`config.mk`:
```
export PLATFORM = sky130hd
export DESIGN_NAME = red_seq
export DESIGN_NICKNAME = d
export VERILOG_FILES = /design/src/rtl/red_pkg.sv /design/src/rtl/carry_look_ahead.sv /design/src/rtl/red_adder12.sv /design/src/rtl/red_seq.sv
export SDC_FILE = /design/constraint.sdc
export NUM_CORES = 1
export LEC_CHECK = 0
export CORE_MARGIN = 4
export CORE_UTILIZATION = 53
export CTS_CLUSTER_SIZE = 20
export DETAILED_ROUTE_END_ITERATION = 10
export PLACE_DENSITY = 0.8
export SLEW_MARGIN = 20
export SYNTH_ARGS = -nofsm -noshare
export SYNTH_HDL_FRONTEND = slang
export SYNTH_SLANG_ARGS = --single-unit
```
`constraint.sdc`:
```
create_clock -name clk -period 3.86 [get_ports clk]
set_input_delay 0.772 -clock clk [delete_from_list [all_inputs] [get_ports clk]]
set_output_delay 0.772 -clock clk [all_outputs]
set_load 0.01 [all_outputs]
```
`src/rtl/red_pkg.sv`:
```
// Shared types and the reference arithmetic for the RED byte-lane reduction.
package red_pkg;

    typedef enum logic [2:0] {
        StIdle    = 3'd0,
        StPairAb  = 3'd1,
        StPairCd  = 3'd2,
        StCombine = 3'd3,
        StDone    = 3'd4
    } red_state_t;

    // 12-bit extension of a 9-bit pair sum: bits 11:9 replicate bit 7, not bit 8.
    function automatic logic [11:0] red_x(input logic [8:0] v);
        return {v[7], v[7], v[7], v};
    endfunction

    // Bit-exact reference for the whole reduction.
    function automatic logic [15:0] red_ref(input logic [15:0] rs, input logic [15:0] rt);
        logic [8:0] ab;
        logic [8:0] cd;
        logic [9:0] s;
        ab = {1'b0, rs[15:8]} + {1'b0, rs[7:0]};
        cd = {1'b0, rt[15:8]} + {1'b0, rt[7:0]};
        // Only S[9:0] reaches the result, so the sum is taken mod 1024.
        s  = {ab[7], ab} + {cd[7], cd};
        return {{6{s[9]}}, s};
    endfunction

endpackage

```
`src/rtl/carry_look_ahead.sv`:
```
// 4-bit carry-lookahead adder slice.
module carry_look_ahead (
    input  logic [3:0] a,
    input  logic [3:0] b,
    input  logic       cin,
    output logic [3:0] s,
    output logic       cout
);

    logic [3:0] g;
    logic [3:0] p;
    logic [4:0] c;

    // Generate/propagate and flattened lookahead carries.
    always_comb begin
        g    = a & b;
        p    = a ^ b;
        c[0] = cin;
        c[1] = g[0] | (p[0] & cin);
        c[2] = g[1] | (p[1] & g[0]) | (p[1] & p[0] & cin);
        c[3] = g[2] | (p[2] & g[1]) | (p[2] & p[1] & g[0]) | (p[2] & p[1] & p[0] & cin);
        c[4] = g[3] | (p[3] & g[2]) | (p[3] & p[2] & g[1]) | (p[3] & p[2] & p[1] & g[0])
             | (p[3] & p[2] & p[1] & p[0] & cin);
        s    = p ^ c[3:0];
        cout = c[4];
    end

endmodule

```
`src/rtl/red_adder12.sv`:
```
// Shared 12-bit adder with its state-driven operand mux.
module red_adder12 import red_pkg::*; (
    input  red_state_t  state,
    input  logic [15:0] op_rs,
    input  logic [15:0] op_rt,
    input  logic [8:0]  ab,
    input  logic [8:0]  cd,
    output logic [11:0] res
);

    logic [11:0] op_a;
    logic [11:0] op_b;
    logic        c4;
    logic        c8;
    logic        unused_cout;

    // Pair states add zero-extended bytes; COMBINE adds the extended pair sums.
    always_comb begin
        op_a = '0;
        op_b = '0;
        case (state)
            StPairAb: begin
                op_a = {4'h0, op_rs[15:8]};
                op_b = {4'h0, op_rs[7:0]};
            end
            StPairCd: begin
                op_a = {4'h0, op_rt[15:8]};
                op_b = {4'h0, op_rt[7:0]};
            end
            StCombine: begin
                op_a = red_x(ab);
                op_b = red_x(cd);
            end
            default: begin
                op_a = '0;
                op_b = '0;
            end
        endcase
    end

    carry_look_ahead u_cla_lo (
        .a    (op_a[3:0]),
        .b    (op_b[3:0]),
        .cin  (1'b0),
        .s    (res[3:0]),
        .cout (c4)
    );

    carry_look_ahead u_cla_mid (
        .a    (op_a[7:4]),
        .b    (op_b[7:4]),
        .cin  (c4),
        .s    (res[7:4]),
        .cout (c8)
    );

    carry_look_ahead u_cla_hi (
        .a    (op_a[11:8]),
        .b    (op_b[11:8]),
        .cin  (c8),
        .s    (res[11:8]),
        .cout (unused_cout)
    );

endmodule

```
`src/rtl/red_seq.sv`:
```
// Multi-cycle RED reduction: one shared adder stepped through AB, CD, COMBINE.
module red_seq import red_pkg::*; (
    input  logic        clk,
    input  logic        rst_n,
    input  logic        in_valid,
    output logic        in_ready,
    input  logic [15:0] rs,
    input  logic [15:0] rt,
    input  logic        flush,
    output logic        out_valid,
    input  logic        out_ready,
    output logic [15:0] sum,
    output logic        busy
);

    red_state_t  state_q;
    red_state_t  state_d;
    logic [15:0] rs_q;
    logic [15:0] rt_q;
    logic [8:0]  reg_ab;
    logic [8:0]  reg_cd;
    logic [15:0] sum_q;
    logic [11:0] add_res;
    logic        accept;
    logic        unused_add_hi;

    assign accept        = (state_q == StIdle) && in_valid && !flush;
    assign unused_add_hi = ^add_res[11:10];

    red_adder12 u_adder (
        .state (state_q),
        .op_rs (rs_q),
        .op_rt (rt_q),
        .ab    (reg_ab),
        .cd    (reg_cd),
        .res   (add_res)
    );

    // State register.
    always_ff @(posedge clk or negedge rst_n) begin
        if (!rst_n) begin
            state_q <= StIdle;
        end else begin
            state_q <= state_d;
        end
    end

    // Next-state: flush squashes any non-idle state; DONE waits for out_ready.
    always_comb begin
        state_d = state_q;
        unique case (state_q)
            StIdle:    if (accept) state_d = StPairAb;
            StPairAb:  state_d = flush ? StIdle : StPairCd;
            StPairCd:  state_d = flush ? StIdle : StCombine;
            StCombine: state_d = flush ? StIdle : StDone;
            StDone:    if (flush || out_ready) state_d = StIdle;
            default:   state_d = StIdle;
        endcase
    end

    // Operand capture and per-step result capture from the shared adder.
    always_ff @(posedge clk or negedge rst_n) begin
        if (!rst_n) begin
            rs_q   <= '0;
            rt_q   <= '0;
            reg_ab <= '0;
            reg_cd <= '0;
            sum_q  <= '0;
        end else begin
            if (accept) begin
                rs_q <= rs;
                rt_q <= rt;
            end
            if (state_q == StPairAb) reg_ab <= add_res[8:0];
            if (state_q == StPairCd) reg_cd <= add_res[8:0];
            if (state_q == StCombine && !flush) sum_q <= {{6{add_res[9]}}, add_res[9:0]};
        end
    end

    // Handshake outputs decoded from state only.
    always_comb begin
        in_ready  = (state_q == StIdle);
        out_valid = (state_q == StDone);
        busy      = (state_q != StIdle);
        sum       = sum_q;
    end

endmodule
```
# After elaboration in Yosys (flattened, before gate mapping)
# Cells that the tools add are included.
[totals]
register_bits = 63
out_inout_bits = 19
wordCells = 80
[op_classes]
n_eq_ne = 6
muxes = 8
bitwise = 52
n_reduce_logical = 8
[op_table]
columns = ["cell", "count"]
rows = [
  ["one-hot mux 11 bit (3 select lines)", 2],
  ["AND 1 bit", 26],
  ["bitwise OR 1 bit", 17],
  ["bitwise XOR 4 bit", 4],
  ["one-hot mux 3 bit (5 select lines)", 1],
  ["two-way mux 3 bit", 3],
  ["AND 4 bit", 2],
  ["equality test 3 x 2 -> 1 bit, second input constant", 2],
  ["two-way mux 2 bit", 2],
  ["inequality test 2 x 1 -> 1 bit, second input constant", 2],
  ["AND 3 bit", 1],
  ["equality test 3 x 1 -> 1 bit, second input constant", 1],
  ["equality test 3 bit, second input constant", 1],
  ["logical AND 1 bit", 3],
  ["logical NOT 3 bit", 1],
  ["nonzero test 3 bit", 1],
  ["bitwise XOR 3 bit", 1],
  ["AND reduction 2 bit", 1],
  ["bitwise XOR 2 bit", 1],
  ["logical NOT 1 bit", 1],
  ["logical OR 1 bit", 1],
]

# Logic depth before layout (Yosys ltp)
# Gate-level depths: netlist (run 1).
[logic_depth]
word_depth = 12
mapped_depth = 14
depth_no_buf = 13

# Hierarchy
# From an unflattened synthesis (run 1), not the netlist that was laid out.
[hier_totals]
cells_unflattened = 265
hier_area_um2 = 3517.1
[by_module_without_submodules]
columns = ["module", "n_inst", "cells_per_inst", "area_each_um2"]
rows = [
  ["red_seq", 1, 150, 2597.5],
  ["red_adder12", 1, 64, 476.7],
  ["carry_look_ahead", 3, 17, 147.6],
]

# Least setup slack after synthesis (run 1)
# Ideal clock, no wire load.
[synth_timing]
kind = "flip-flop to flip-flop"
startpoint = "register state_q[1]"
endpoint = "register sum[9] (netlist name)"
setup_time_ns = 0.137
arrival_ns = 2.983
t_required_ns = 3.723
slack_ns = 0.740
path_stages_with_launch = 14
n_path_buf = 2
period_less_slack_ns = 3.120
path_cell_list = "dfrtp_1 clkbuf_1 mux2_2 a22oi_1 nor2_1 ha_1 clkbuf_1 nand4_1 a21oi_1 nor2_1 fa_1 xnor2_1 xnor2_1 o21ai_0"
[synth_between]
elab_chain_cells = 12
[synth_lines]
columns = ["element", "line_no", "rtl"]
rows = [
  ["start, declared", "red_seq.sv:16", "red_state_t state_q;"],
  ["start signal, assigned", "red_seq.sv:42", "state_q <= StIdle;"],
  ["start signal, assigned", "red_seq.sv:44", "state_q <= state_d;"],
  ["equality test 3 x 2 -> 1 bit, or another cell as far along", "red_adder12.sv:21, red_seq.sv:76", ""],
  ["one-hot mux 11 bit (3 select lines)", "red_adder12.sv:21", "case (state)"],
  ["bitwise XOR 4 bit / AND 4 bit (equally long branches)", "carry_look_ahead.sv:17, carry_look_ahead.sv:16", ""],
  ["AND 1 bit (on tied branches)", "--", ""],
  ["bitwise OR 1 bit, or another cell as far along", "carry_look_ahead.sv:22", "c[4] = g[3] | (p[3] & g[2]) | (p[3] & p[2] & g[1]) | (p[3] & p[2] & p[1] & g[0])"],
  ["bitwise OR 1 bit / AND 1 bit (equally long branches)", "carry_look_ahead.sv:22", ""],
  ["bitwise OR 1 bit", "carry_look_ahead.sv:22", ""],
  ["AND 1 bit", "carry_look_ahead.sv:23", "| (p[3] & p[2] & p[1] & p[0] & cin);"],
  ["bitwise OR 1 bit", "carry_look_ahead.sv:23", ""],
  ["AND 1 bit", "carry_look_ahead.sv:19", "c[1] = g[0] | (p[0] & cin);"],
  ["bitwise OR 1 bit", "carry_look_ahead.sv:19", ""],
  ["bitwise XOR 2 bit", "carry_look_ahead.sv:24", "s = p ^ c[3:0];"],
]
# Parallel ways exist; a longest one is shown, timed or not.
# A chain may end at the register's enable or synchronous reset.

# Worst setup path in the final report (run 1)
[layout_timing]
startpoint = "register state_q[1]"
endpoint = "register reg_ab[8]"
[layout_between]
elab_chain_cells = 10
[layout_lines]
columns = ["element", "line_no", "rtl"]
rows = [
  ["equality test 3 x 2 -> 1 bit / equality test 3 x 1 -> 1 bit (equally long branches)", "red_adder12.sv:21, red_seq.sv:74", ""],
  ["one-hot mux 11 bit (3 select lines)", "red_adder12.sv:21", ""],
  ["bitwise XOR 4 bit / AND 4 bit (equally long branches)", "carry_look_ahead.sv:17, carry_look_ahead.sv:16", ""],
  ["AND 1 bit (on tied branches)", "--", ""],
  ["bitwise OR 1 bit, or another cell as far along", "carry_look_ahead.sv:22", ""],
  ["bitwise OR 1 bit / AND 1 bit (equally long branches)", "carry_look_ahead.sv:22", ""],
  ["bitwise OR 1 bit", "carry_look_ahead.sv:22", ""],
  ["AND 1 bit", "carry_look_ahead.sv:23", ""],
  ["bitwise OR 1 bit", "carry_look_ahead.sv:23", ""],
  ["bitwise XOR 2 bit", "carry_look_ahead.sv:24", ""],
  ["end signal, assigned", "red_seq.sv:74", "if (state_q == StPairAb) reg_ab <= add_res[8:0];"],
  ["end, declared", "red_seq.sv:20", "logic [8:0] reg_ab;"],
]
# Parallel ways exist; a longest one is shown, timed or not.

==> results of run 1 <==
## routing by layer
metal  vias to the layer above  routed length, µm  global-route usage [%]
li1                       1128                  -                       -
met5                         -                  0                       0
met3                        16                326                    4.71
met2                        59               3190                    32.5
met4                         0                185                    9.50
met1                      1106               2890                    25.2
## cell usage in the layout (no fill, tap or decap), drive strengths merged, types with 10 or more instances in the layout
master         count
clkdlybuf4s50     54
o21ai             20
a21oi             10
nand2             37
dfrtp             63
a22oi             12
mux2              50
nor2              20
clkbuf            11
buf               10
## path summary, 6_finish.rpt
check	to	slack, ns	cells after the start
min	rs_q[7]	0.47	1
max reg2reg	reg_ab[8]	0.62	12
min in group clk	reg_cd[3]	0.48	2
max	reg_ab[8]	0.62	12
max in group asynchronous	reg_ab[4]	2.52	2
min reg2reg	reg_cd[3]	0.48	2
## power groups by stage
stage | sequential (mW) | clock (mW) | combinational [mW]
3_3_place_gp | 1.00 | 0 | 0.697
2_1_floorplan | 0.984 | 0 | 0.466
3_5_place_dp | 1.02 | 0 | 0.719
5_1_grt | 1.03 | 0.619 | 0.798
4_1_cts | 1.00 | 0.583 | 0.723
6_report | 1.00 | 0.578 | 0.713
## area by class of cell
class	count	area share [%]
multi-input combinational	199	36.8
clock inverter	4	1.13
tap	75	2.36
clock buffer	11	3.81
sequential	63	39.6
inverter	9	0.849
timing repair buffer	64	15.4
## sequential cells by signal, indices dropped and copies added, names as in the netlist
register and cells:
sum 10, rt_q 16, reg_ab 9, rs_q 16, reg_cd 9, state_q 3
## Yosys cell counts
| master | n |
|---|---|
| o21ai_0 | 20 |
| dfrtp_1 | 63 |
| buf_4 | 6 |
| nand3_1 | 4 |
| ha_1 | 8 |
| nand2_1 | 37 |
| inv_1 | 9 |
| buf_2 | 6 |
| a22oi_1 | 12 |
| and2_1 | 1 |
| nand4bb_1 | 1 |
| a21o_1 | 5 |
| nand4_1 | 1 |
| a41o_1 | 1 |
| a221oi_1 | 1 |
| nor2b_1 | 1 |
| xor2_1 | 3 |
| o211ai_1 | 2 |
| nor2_1 | 20 |
| xnor2_1 | 3 |
| clkbuf_1 | 12 |
| mux2_2 | 50 |
| or4_1 | 3 |
| and3_1 | 1 |
| or3b_1 | 2 |
| a21oi_1 | 10 |
| o2111ai_1 | 1 |
| or3_1 | 1 |
| o31ai_1 | 3 |
| and4_1 | 1 |
| nor3_1 | 4 |
| fa_1 | 3 |
## worst max-delay path: cells and delay by family, from the launching register on
family	cells	cell delay [ns]
fa+ha+maj	2	0.86
simple gates	3	0.38
compound gates	5	1.13
buf+inv	2	0.40
flops	1	0.38
## logic make-up (layout without fill, tap and decap cells)
group / after synthesis / after routing
AO/OA/AOI/OAI: 55 / 55
XOR/XNOR: 6 / 6
adder cells (fa/ha/maj): 11 / 11
buffers and inverters: 33 / 88
flip-flops: 63 / 63
multiplexers: 50 / 50
AND/OR/NAND/NOR: 77 / 77
==> impl_metrics.toml, run 1 <==
[worst_setup_path]
cp.arrival_ns = 3.49
endpoint_kind = "flip-flop"
crit_chain = "buf_4 -> nor2b_1 -> buf_4 -> a22oi_1 -> nor2_1 -> ha_1 -> a21o_1 -> a221oi_1 -> a21oi_1 -> nor2_1 -> fa_1 -> o21ai_0"
critical_path_class = "flip-flop to flip-flop"
cp_max_fo = 16
cp.required_ns = 4.12
slowest_stage = "fa_1"
max_stage_delay_ns = 0.46
cp-startpoint = "state_q[1]"
worst_setup_path_start_kind = "flip-flop"
reg2reg_from = "state_q[1]"

[global_route]
grt_max_degree = 33
grt_pass1_vias = 2390
grt_first_pass_wirelength_um = 11400
gr-total-overflow = 0
antenna_found_initial = 0
grt_util_all_layers_pct = 20.0

[final_layout]
multi_input_area_um2 = 1460
fillerInstances = 450
fin_cells = 425
final_cell_area_um2 = 3980
post-route-util_pct = 67.6
fin_nets = 394
antenna_cells = 0
ff_latch_area_um2 = 1580
syn_to_final_growth_pct = 24.5
drive_gt1_share_pct = 21.4

[logic_synthesis]
netlist_instances = 295
synth_xor_xnor_area_share_pct = 1.65
synth_top_area_share_pct = 49.4
yosysTopAreaCell = "dfrtp_1"
netlist_top_cells_area = "dfrtp_1, mux2_2, nand2_1"
seq_area_frac_synth_pct = 49.4
synth-compound-area-share_pct = 10.7
synth_fa_ha_area_share_pct = 5.01
synth_seq_cells = 63
synth_top_family_by_area = "multiplexers"
synth_area_um2 = 3190
yosys.area_share.simple_pct = 10.8
ys_types = 32
synthesis.nets = 343
synth.avg_cell_area_um2 = 10.8
synth_mux_area_share_pct = 17.6
ys.warnings.count = 0

[pwr]
combPwrFrac_pct = 31.1
netSwitchingFraction_pct = 30.3
p_seq_share_pct = 43.7
p_int_mw = 1.60
p_sw_uw = 694
p_total_mw = 2.29
clockPowerShare_pct = 25.2
p_leak_nw = 1.77
vdd_drop_max_v = 0.000316
powerDensity_nw_per_um2 = 576

[timing]
skew_ns = 0.00891
slew_viol_final = 0
grt_setup_unrepaired = "false"
worst_slew_pin_slew_ns = 0.720
totalNegativeSetupSlack_ns = 0
finalHoldViolCount = 0
post-route-min-period_ns = 3.24
worst_hold_slack_ns = 0.475
slew_headroom_pct = 52.0
finalWorstSetupSlack_ns = 0.623
timing.fmax_mhz = 309
post-route-period-util_pct = 83.9
finalSetupViolations = 0

[placement]
routabilityCongestion = 0.842
placed_cells = 410
io_buffer_count = 55
place_worst_setup_slack_ns = 0.602
dpl-instance-area_um2 = 3780
dp_hpwl_um = 4830

[clock_network]
cts_sinks = 63
cts_hold_buf = 0
cts_tree = "built"
clkTransAtPathRegs_ns = 0.07
htreeDepth = 3
cts_resized = 0
cts_setup_buffers = 0
cts_made_buffers = 9
clk_latency_ns = 0.35
ctsRootBufferMaster = "clkbuf_8"
ctsLongestPathBuffers = 2

[die]
ios = 56
initial_core_util_pct = 54.3
core_area_um2 = 5890
die_h_um = 85.6
dieWidth_um = 85.6
rows = 28
die-area_um2 = 7330

[route]
drc = 0
drt_iter0_markers = 95
num_vias = 2309
route.detailed.wl_per_inst_um = 15.5
dr.pass1.iters = 4
final_antenna_net_count = 0
via_per_inst = 5.43
routed_wl_um = 6590

[status]
status = "complete, no violations"

[hold_path]
hp-class = "input pin to asynchronous set/reset pin"

[run]
maxCapViolations = 0
Power figures use the tool's default switching activity.
==> inputs of run 2 (changes only) <==
Clock period 3.86 ns to 3.1 ns, I/O delays scaled along.
==> impl_metrics.toml, run 2 (same netlist as run 1, synthesis figures left out) <==
[status]
status = "complete, no violations"

[die]
die_h_um = 85.6
dieWidth_um = 85.6
die-area_um2 = 7330
core_area_um2 = 5890
initial_core_util_pct = 54.3
ios = 56
rows = 28

[placement]
placed_cells = 417
routabilityCongestion = 0.909
place_worst_setup_slack_ns = 0.0166
io_buffer_count = 55
dpl-instance-area_um2 = 3850
dp_hpwl_um = 4890

[route]
drc = 0
via_per_inst = 5.60
drt_iter0_markers = 143
final_antenna_net_count = 0
dr.pass1.iters = 4
num_vias = 2452
routed_wl_um = 7050
route.detailed.wl_per_inst_um = 16.1

[clock_network]
cts_sinks = 63
cts_tree = "built"
cts_made_buffers = 9
ctsRootBufferMaster = "clkbuf_8"
cts_hold_buf = 0
htreeDepth = 3
clkTransAtPathRegs_ns = 0.06
clk_latency_ns = 0.35
ctsLongestPathBuffers = 2

[pwr]
p_sw_uw = 907
p_leak_nw = 1.84
combPwrFrac_pct = 34.4
vdd_drop_max_v = 0.000381
powerDensity_nw_per_um2 = 695
netSwitchingFraction_pct = 31.6
p_int_mw = 1.97
p_seq_share_pct = 43.6
clockPowerShare_pct = 22.0

[timing]
finalWorstSetupSlack_ns = 0.119
timing.fmax_mhz = 335
slew_headroom_pct = 42.6
post-route-min-period_ns = 2.98
finalHoldViolCount = 0
finalSetupViolations = 0
skew_ns = 0.00664
post-route-period-util_pct = 96.2
slew_viol_final = 0
worst_hold_slack_ns = 0.388
worst_slew_pin_slew_ns = 0.862

[final_layout]
fin_nets = 406
antenna_cells = 0
syn_to_final_growth_pct = 29.3
fin_cells = 438
final_cell_mix = "dfrtp_1, clkdlybuf4s50_1, mux2_2"
final_cell_area_um2 = 4130
drive_gt1_share_pct = 26.4
final_common_cell = "dfrtp_1"

[worst_setup_path]
r2r_slack_ns = 0.12
worst-path-buf-inv = 1
crit_chain = "buf_12 -> mux2_2 -> a22oi_2 -> nor2_1 -> ha_1 -> a41o_1 -> nand4_1 -> a21oi_2 -> nor2_2 -> fa_2 -> xnor2_2 -> xnor2_1 -> o21ai_1"
worst_setup_path_start_kind = "flip-flop"
slowest_stage = "dfrtp_1"
critical_path_class = "flip-flop to flip-flop"
cp_max_fo = 6
cp.required_ns = 3.33
max_stage_delay_ns = 0.42
cp.arrival_ns = 3.21
cpLargestDelayFamily = "adder cells"
endpoint_kind = "flip-flop"

[run]
maxCapViolations = 0

[global_route]
grt_pass1_vias = 2437
gr-total-overflow = 0
antenna_found_initial = 0
grt_max_degree = 41
grt_util_all_layers_pct = 19.8
grt_first_pass_wirelength_um = 11300

[hold_path]
hp-class = "input pin to asynchronous set/reset pin"
## run 2: cell types whose count changed in the layout (fill, tap and decap cells not counted), sizes merged
cell	delta
buf	+12
bufinv	-1
clkbuf	+1
clkinv	+1
## run 2: power groups by stage
stage          logic, mW  clock network (mW)  registers [mW]
4_1_cts            0.928               0.650            1.25
2_1_floorplan      0.581                   0            1.23
6_report           0.988               0.631            1.25
3_5_place_dp       0.918                   0            1.26
3_3_place_gp       0.884                   0            1.25
5_1_grt             1.08               0.688            1.29
## run 2: routing by layer
metal	part of all wire [%]	global-route usage (%)	vias to the layer above
met2	50	32.7	69
met4	2.3	10.5	0
met1	43	24.2	1217
met3	4.7	4.42	16
met5	0	0	-
li1	-	-	1150
## run 2: timing repair
item	CTS	global route
gates resized for setup	0	20
setup buffers	0	5
setup endpoints to repair	0	4
## run 2: worst paths after layout
kind                                   to  cells past startpoint       start
worst max-delay path               sum[9]                     13  state_q[1]
worst min-delay path            reg_cd[8]                      1       rst_n
worst max register to register     sum[9]                     13  state_q[1]
worst min register to register  reg_ab[3]                      2   reg_ab[3]
max in group asynchronous       reg_cd[0]                      2       rst_n
min in group clk                reg_ab[3]                      2   reg_ab[3]
## run 2: stage by stage
step	setup TNS (ns)	total power [mW]	utilization [%]
final	0	2.87	70.2
after global routing	-0.0587	3.05	70.2
after detailed placement	0	2.18	65.3
after floorplan	0	1.81	-
after CTS	0	2.83	68.3
after global placement	0	2.13	65.3
## run 2: area by class of cell
| type | instances | area [µm²] |
|---|---|---|
| fillers | 452 | 1750 |
| repair buffers | 76 | 727 |
| well taps | 75 | 93.8 |
| multi-input cells | 199 | 1530 |
| clock inverters | 4 | 20.0 |
| inverters | 9 | 33.8 |
| clock buffers | 12 | 155 |
| flip-flops and latches | 63 | 1580 |
==> RTL edit (flow settings as in run 1) <==
Encoding of `red_state_t`: now one-hot (5 bits for 5 states).
--- a/src/rtl/red_pkg.sv
+++ b/src/rtl/red_pkg.sv
@@ -1,12 +1,12 @@
 // Shared types and the reference arithmetic for the RED byte-lane reduction.
 package red_pkg;
 
-    typedef enum logic [2:0] {
-        StIdle    = 3'd0,
-        StPairAb  = 3'd1,
-        StPairCd  = 3'd2,
-        StCombine = 3'd3,
-        StDone    = 3'd4
+    typedef enum logic [4:0] {
+        StIdle    = 5'b00001,
+        StPairAb  = 5'b00010,
+        StPairCd  = 5'b00100,
+        StCombine = 5'b01000,
+        StDone    = 5'b10000
     } red_state_t;
 
     // 12-bit extension of a 9-bit pair sum: bits 11:9 replicate bit 7, not bit 8.
Function: no difference found for any inputs over 10 cycles, from zero or initial values and one cycle with rst_n low; not proved beyond that.
==> RTL edit against run 1 <==
- area after synthesis shrank 2.4%
- global-route usage shrank 0.50 points
- sequential cell count grew 2
- final cell count shrank 7.3%
- sequential share of layout area grew 2.5 points
- first-iteration DRC count grew 83%
- clock skew shrank 0.0024 ns
- design area shrank 2.8%
- critical path type unchanged
- setup slack lost 0.39 ns
- die area shrank 2.1%
- wire length shrank 2.5%
Power is not compared: it rests on default switching activity, and its combinational part moved more than twofold at a synthesized area within 25%.
==> RTL edit: results (changes against run 1) <==
----------------------------------------------------
[Worst setup path]
  Startpoint of the worst-slack reg-to-reg timing path ... state_q[0] (was state_q[1])
  Max Fanout on Critical Path ... 12 (was 16)
  Maximum cell stage delay along the critical path ... 0.59 ns (was 0.46 ns)
  Worst path arrival time ... 3.87 ns (was 3.49 ns)
  Terminus of the critical flop-to-flop path ... reg_cd[8] (was reg_ab[8])
  Worst R2R Setup Slack ... 0.24 ns (was 0.62 ns)

[Logic synthesis]
  Proportion of synthesized chip area in sequential cells ... 52.19% (was 49.35%)
  Dominant cells by area after synthesis ... sky130_fd_sc_hd__dfrtp_1 (51%), sky130_fd_sc_hd__mux2_2 (12%), sky130_fd_sc_hd__a222oi_1 (5.1%), sky130_fd_sc_hd__nand2_1 (3.7%), sky130_fd_sc_hd__ha_1 (3.2%) (was sky130_fd_sc_hd__dfrtp_1 (49%), sky130_fd_sc_hd__mux2_2 (18%), sky130_fd_sc_hd__nand2_1 (4.3%), sky130_fd_sc_hd__ha_1 (3.1%), sky130_fd_sc_hd__o21ai_0 (3.1%))
  Total nets after synthesis ... 311 (was 343)
  Count of distinct cell types in the synthesized netlist ... 41 (was 32)

[Placement]
  DP Worst Slack ... 0.1383 ns (was 0.6025 ns)
  HPWL reported at the end of detailed placement ... 4601 microns (was 4829 microns)

[STA]
  Worst Skew ... 0.006558 ns (was 0.008913 ns)
  Worst-case hold slack ... 0.4808 ns (was 0.4746 ns)
  Slew at the pin with the worst max-slew slack ... 0.8646 ns (was 0.7204 ns)

[Global routing]
  All-Layer GR Usage ... 19.46% (was 19.96%)
  First-pass GRT wire length ... 10830 microns (was 11350 microns)
  Via count of the first global-routing pass ... 2174 (was 2390)
  Maximum number of pins on one net before global-route repair ... 40 (was 33)

[Detailed routing]
  Count of routing violations after the opening detailed-route iteration ... 174 (was 95)
  Via count normalized by instance count ... 5.678 (was 5.433)
  Pre-antenna DRT Iters ... 5 (was 4)

[Finish]
  Number of fill cells in the layout ... 446 (was 450)
  Share of cell area taken by multi-input logic gates ... 33.53% (was 36.80%)
  Share of post-route cells with drive strength above 1 ... 19.25% (was 21.43%)
  Comb_multi_in ... 157 (was 199)
  Count of plain and timing-repair buffers ... 60 (was 64)
  Number of clock buffers in the layout ... 13 (was 11)
  Multi-input gate area in the final layout ... 1296 sq um (was 1464 sq um)
  Area taken by flip-flops and latches ... 1628 sq um (was 1577 sq um)

[CTS]
  Clock sinks ... 65 (was 63)

[Min path]
  Hold crit path type ... reg2reg (was in2async)

[Outcome]
  Status ... completed (unchanged)

----------------------------------------------------
==> RTL edit: cell count changes in the layout (fill, tap and decap cells not counted), moves of 9 or more <==
cell / change
sky130_fd_sc_hd__nor2_1: -13
sky130_fd_sc_hd__mux2_2: -16
sky130_fd_sc_hd__a21oi_1: -9
sky130_fd_sc_hd__inv_1: +14
sky130_fd_sc_hd__a222oi_1: +16
sky130_fd_sc_hd__a22oi_1: -11
==> RTL edit: where the power goes <==
group	leakage [nW]	total (mW)	switching [mW]	internal, mW
Sequential	0.833	0.859	0.0744	0.785
Clock	0.0834	0.495	0.246	0.249
Combinational	0.900	0.216	0.0835	0.132
Total	1.82	1.57	0.404	1.17
==> RTL edit: timing repair <==
item,4_1_cts,5_1_grt
setup endpoints to repair,0,4
hold buffers,0,0
setup buffers,0,1
gates resized for setup,0,3
==> RTL edit: worst max path at each step <==
stage	to	slack [ns]	start	cells past startpoint
6_report	reg_cd[8]	0.24	state_q[0]	12
5_1_grt	reg_ab[8]	-0.004	state_q[0]	11
4_1_cts	sum[9]	0.13	state_q[0]	14
3_5_place_dp	sum[9]	0.14	state_q[0]	14
3_3_place_gp	sum[9]	0.28	state_q[0]	14
2_1_floorplan	sum[9]	0.48	state_q[0]	15
==> RTL edit: metrics by stage <==
step                      area [sq um]   TNS, ns  utilization (%)  std cells
after global placement            3664         0            65.33        377
final                             3866         0            68.94        394
after floorplan                   3119         0                -        263
after CTS                         3830         0            68.30        393
after global routing              3866  -0.01198            68.94        394
after detailed placement          3664         0            65.33        377
==> RTL edit: metal layers <==
metal / wire length [microns] / share of wire, % / track usage, %
met5: 0 / 0 / 0
met4: 118 / 1.8 / 8.345
met3: 484 / 7.5 / 6.869
met2: 3100 / 48 / 30.25
met1: 2725 / 42 / 24.67
==> RTL edit: worst reg2reg max path, cell delays in order (launching register included) <==
cell and delay [ns]:
sky130_fd_sc_hd__dfstp_2 0.59, sky130_fd_sc_hd__nor2_1 0.08, sky130_fd_sc_hd__and3_2 0.30, sky130_fd_sc_hd__buf_4 0.20, sky130_fd_sc_hd__a222oi_1 0.34, sky130_fd_sc_hd__inv_1 0.08
sky130_fd_sc_hd__ha_1 0.35, sky130_fd_sc_hd__a21o_1 0.22, sky130_fd_sc_hd__a22oi_1 0.39, sky130_fd_sc_hd__a31oi_4 0.15, sky130_fd_sc_hd__nor2_1 0.17, sky130_fd_sc_hd__fa_1 0.47
sky130_fd_sc_hd__o21ai_0 0.19
==> RTL edit: logic make-up (layout without fill, tap and decap cells) <==
group	after synthesis	count (layout)	synth area share, %
xor gates and xnor gates	5	5	1.404
buffers and inverters	41	100	6.779
and+or+nand+nor	55	55	9.427
adders and majority gates	11	11	5.135
AOI/OAI and AO/OA	50	50	12.07
DFF	65	65	52.19
muxes	36	36	13.00
